`config.mk`:
```
export PLATFORM = sky130hd
export DESIGN_NAME = debounce
export DESIGN_NICKNAME = d
export VERILOG_FILES = /design/src/rtl/debounce.sv
export SDC_FILE = /design/constraint.sdc
export NUM_CORES = 1
export LEC_CHECK = 0
export BUFFER_PORTS_ARGS = -buffer_cell sky130_fd_sc_hd__buf_4
export CAP_MARGIN = 20
export CELL_PAD_IN_SITES_DETAIL_PLACEMENT = 1
export CELL_PAD_IN_SITES_GLOBAL_PLACEMENT = 1
export CORE_MARGIN = 1.5
export CORE_UTILIZATION = 40
export DETAILED_ROUTE_END_ITERATION = 10
export GPL_TIMING_DRIVEN = 0
export PLACE_DENSITY = 0.69
export SYNTH_ARGS = -nofsm -noshare
export SYNTH_HDL_FRONTEND = slang
export SYNTH_SLANG_ARGS = --single-unit
```
`constraint.sdc`:
```
create_clock -name clk -period 1.95 [get_ports clk]
set_clock_uncertainty 0.2 [all_clocks]
set_input_delay 0 -clock clk [delete_from_list [all_inputs] [get_ports clk]]
set_output_delay 0 -clock clk [all_outputs]
set_load 0.02 [all_outputs]
```
`src/rtl/debounce.sv`:
```
// Push-button debouncer: a synchronizer chain feeding a four-state FSM that holds
// result until the synchronized level has differed from it for STABLE_CYCLES clocks.
module debounce #(
    parameter int SYNC_STAGES   = 2,
    parameter int STABLE_CYCLES = 100,
    parameter int CNT_WIDTH     = 7
) (
    input  logic clk,
    input  logic rst,
    input  logic button,
    output logic result
);

    typedef enum logic [1:0] {
        STABLE_LOW  = 2'b00,
        PEND_HIGH   = 2'b01,
        PEND_LOW    = 2'b10,
        STABLE_HIGH = 2'b11
    } state_t;

    localparam logic [CNT_WIDTH-1:0] LAST = CNT_WIDTH'(STABLE_CYCLES - 1);

    logic [SYNC_STAGES-1:0] sync_q;
    logic                   sync_out;
    state_t                 state_q, state_d;
    logic [CNT_WIDTH-1:0]   cnt_q, cnt_d;
    logic                   result_d;
    logic                   terminal;

    // Only this chain ever looks at the raw button.
    always_ff @(posedge clk or negedge rst) begin
        if (!rst) begin
            sync_q <= '0;
        end else begin
            sync_q <= {sync_q[SYNC_STAGES-2:0], button};
        end
    end

    assign sync_out = sync_q[SYNC_STAGES-1];
    assign terminal = (cnt_q == LAST);

    always_ff @(posedge clk or negedge rst) begin
        if (!rst) begin
            state_q <= STABLE_LOW;
            cnt_q   <= '0;
            result  <= 1'b0;
        end else begin
            state_q <= state_d;
            cnt_q   <= cnt_d;
            result  <= result_d;
        end
    end

    // The stable states always hold a zero count, so "terminal" there only
    // fires when STABLE_CYCLES is 1 and the level must be taken at once.
    always_comb begin
        state_d  = state_q;
        cnt_d    = cnt_q;
        result_d = result;
        case (state_q)
            STABLE_LOW: begin
                cnt_d = '0;
                if (sync_out) begin
                    if (terminal) begin
                        state_d  = STABLE_HIGH;
                        result_d = 1'b1;
                    end else begin
                        state_d = PEND_HIGH;
                        cnt_d   = cnt_q + 1'b1;
                    end
                end
            end
            PEND_HIGH: begin
                if (!sync_out) begin
                    state_d = STABLE_LOW;
                    cnt_d   = '0;
                end else if (terminal) begin
                    state_d  = STABLE_HIGH;
                    cnt_d    = '0;
                    result_d = 1'b1;
                end else begin
                    cnt_d = cnt_q + 1'b1;
                end
            end
            STABLE_HIGH: begin
                cnt_d = '0;
                if (!sync_out) begin
                    if (terminal) begin
                        state_d  = STABLE_LOW;
                        result_d = 1'b0;
                    end else begin
                        state_d = PEND_LOW;
                        cnt_d   = cnt_q + 1'b1;
                    end
                end
            end
            PEND_LOW: begin
                if (sync_out) begin
                    state_d = STABLE_HIGH;
                    cnt_d   = '0;
                end else if (terminal) begin
                    state_d  = STABLE_LOW;
                    cnt_d    = '0;
                    result_d = 1'b0;
                end else begin
                    cnt_d = cnt_q + 1'b1;
                end
            end
            default: begin
                state_d  = STABLE_LOW;
                cnt_d    = '0;
                result_d = 1'b0;
            end
        endcase
    end

endmodule

```
==> results.tsv <==
metric	value	unit
yosysSeqAreaShare	46.7	%
routed_wl	1.24	mm
synth_top_cells_by_count	nor2_1 (13), dfrtp_1 (12), ha_1 (6)	
dr_total_vias	473	
drtAntennaViolNets	0	
die_x	43.1	µm
hold_slack	0.163	ns
grt_pass1_wl	2.34	mm
antenna_found_initial	0	
post_dp_cell_area	686	µm²
detail_route.wl_per_cell	13.6	µm
first_pass_iters	2	
worstPathArrival	1.89	ns
diodes	0	
cts.sinks	12	
syn_inst	62	
cp-start-kind	flip-flop	
vias_per_cell	5.20	
gr-usage-all-layers	17.2	%
numCtsBuffers	3	
grt_pass1_vias	546	
yosysWarnings	0	
slew_violations	0	
syn_to_final_growth	21.0	%
yosys.area.top_type_share	46.7	%
ios	4	
crit_type	reg -> reg	
port_buffers	3	
path_cells	or4b_4, o21ai_2, a32o_2, mux2_4	
netlist_area	643	µm²
slowest_stage	or4b_4	
grt_max_degree	13	
yosys.area.top_type	dfrtp_1	
gp_congestion	0.730	
max_freq	517	MHz
p_leak	0.000366	µW
power_density	1330	mW/mm²
synth_seq_cells	12	
cts_tree	built	
place_inst	81	
drv_cap	0	
clk_pin_slew_worst_paths	0.08	ns
ir_worst_vdd	0.000557	V
max_stage_delay	0.59	ns
synth_edf_count	0	
cp_max_fo	6	
htree_levels	1	
die_h	43.1	µm
yosys-top-cells-area	dfrtp_1 (47%), ha_1 (12%), nor2_1 (7.6%), xnor2_1 (5.4%), mux2i_1 (3.1%)	
final_area	778	µm²
insertion_delay	0.27	ns
finalNetCount	85	
synth.most_common_cell	nor2_1	
setup_violations	0	
drive_gt1_share	20.0	%
dieArea	0.00186	mm²
fin_cells	91	
synth.distinct_cells	20	
worst_slew_pin_slew	0.532	ns
async_reset_ff_share	100	%
overflow	0	
place_ws	-0.0283	ns
clock_path_buffers	2	
finalCritPeriodShare	99.1	%
utilization	51.7	%
status	completed	
place.detailed.hpwl	885	µm
core-area	0.00151	mm²
row_count	14	
hold_path.class	reg -> reg	
synthFlopType	dfrtp_1	
relSlewSlack	64.4	%
setup_slack	0.0175	ns
drc	0	
start_util	42.7	%
syn_area_per_cell	10.4	µm²
rsz0062_at_grt	true	
min_period	1.93	ns
critPathRequiredTime	1.91	ns
clock-root-buffer	clkbuf_4	
worst_setup_path_end_kind	flip-flop	
drt-initial-drc-count	3	
synth_nets	71	
hold_violations	0	
## worst max-delay path, delay by kind of cell (launching register included)
kind               cells  cell delay [ns]
AOI/OAI and AO/OA      2             0.35
muxes                  1             0.30
DFF                    1             0.38
and+or+nand+nor        1             0.59
## final cells by class
type / instances / area, µm²
tap: 16 / 20.0
clock buffer: 4 / 36.3
multi-input combinational: 46 / 332
sequential: 12 / 300
fill: 179 / 728
inverter: 4 / 15.0
timing repair buffer: 9 / 75.1
## logic make-up after synthesis
| family | Yosys count | share of synthesized area [%] |
|---|---|---|
| AND/OR/NAND/NOR | 20 | 14.2 |
| flip-flops | 12 | 46.7 |
| AO/OA/AOI/OAI | 11 | 11.5 |
| XOR/XNOR | 6 | 8.17 |
| adder cells (fa/ha/maj) | 6 | 11.7 |
| buffers and inverters | 4 | 2.33 |
| multiplexers | 3 | 5.45 |
## sequential cells by signal, summed over array words and instances (netlist names)
signal,count
sync_q,2
state_q,2
cnt_q,7
result,1
## what timing repair did
item                                    in CTS  in global routing
buffers inserted                             3                  0
hold endpoints to repair                    13                  0
endpoints found under the setup margin       6                  8
resized for setup                            0                  2
hold buffers                                 3                  0
pin swaps                                    1                  0
cloned                                       0                  0
## cells in the final DEF, fill, tap and decap left out
cell / instances
inv_1: 4
nand3_1: 2
xor2_1: 2
and3_1: 1
o21ai_2: 2
nor3_1: 1
o21a_1: 2
a21oi_1: 3
mux2i_1: 2
a32o_2: 1
or4b_4: 1
o21ai_1: 1
xnor2_1: 4
dlygate4sd3_1: 3
ha_1: 6
mux2_4: 1
o21ai_0: 1
buf_4: 6
nand2_1: 2
clkbuf_4: 3
o22a_1: 1
nor2_1: 13
dfrtp_1: 12
clkbuf_8: 1
## layer usage
metal / vias up / GRT usage, % / wire [µm]
li1: 232 / - / -
met1: 238 / 20.0 / 511
met2: 1 / 30.7 / 699
met3: 2 / 2.55 / 12
met4: 0 / 7.27 / 14
met5: - / 0 / 0
## where the power goes
part / switching, µW / internal (µW) / total [µW]
logic: 252 / 233 / 485
registers: 46.8 / 309 / 355
clock network: 81.2 / 113 / 195
total: 380 / 655 / 1030
## worst paths after layout
kind                       depth (start not counted)           startpoint  slack [ns]                endpoint
setup reg to reg                                   4   cnt_q[4]$_DFF_PN0_        0.02  state_q[1]$_DFFE_PN0P_
max in group asynchronous                          3                  rst        0.61  state_q[0]$_DFFE_PN0P_
min in group asynchronous                          3                  rst        0.59      cnt_q[2]$_DFF_PN0_
hold / removal                                     0  sync_q[0]$_DFF_PN0_        0.16     sync_q[1]$_DFF_PN0_
setup / recovery                                   4   cnt_q[4]$_DFF_PN0_        0.02  state_q[1]$_DFFE_PN0P_
hold reg to reg                                    0  sync_q[0]$_DFF_PN0_        0.16     sync_q[1]$_DFF_PN0_
## metrics by stage
stage | total power [µW] | TNS, ns
after global placement | 817 | -0.0325
after global routing | 1140 | -0.0577
final | 1030 | 0
after CTS | 1050 | 0
after detailed placement | 831 | -0.0379
after floorplan | 720 | 0
No activity file was read; power rests on OpenSTA's default activity.
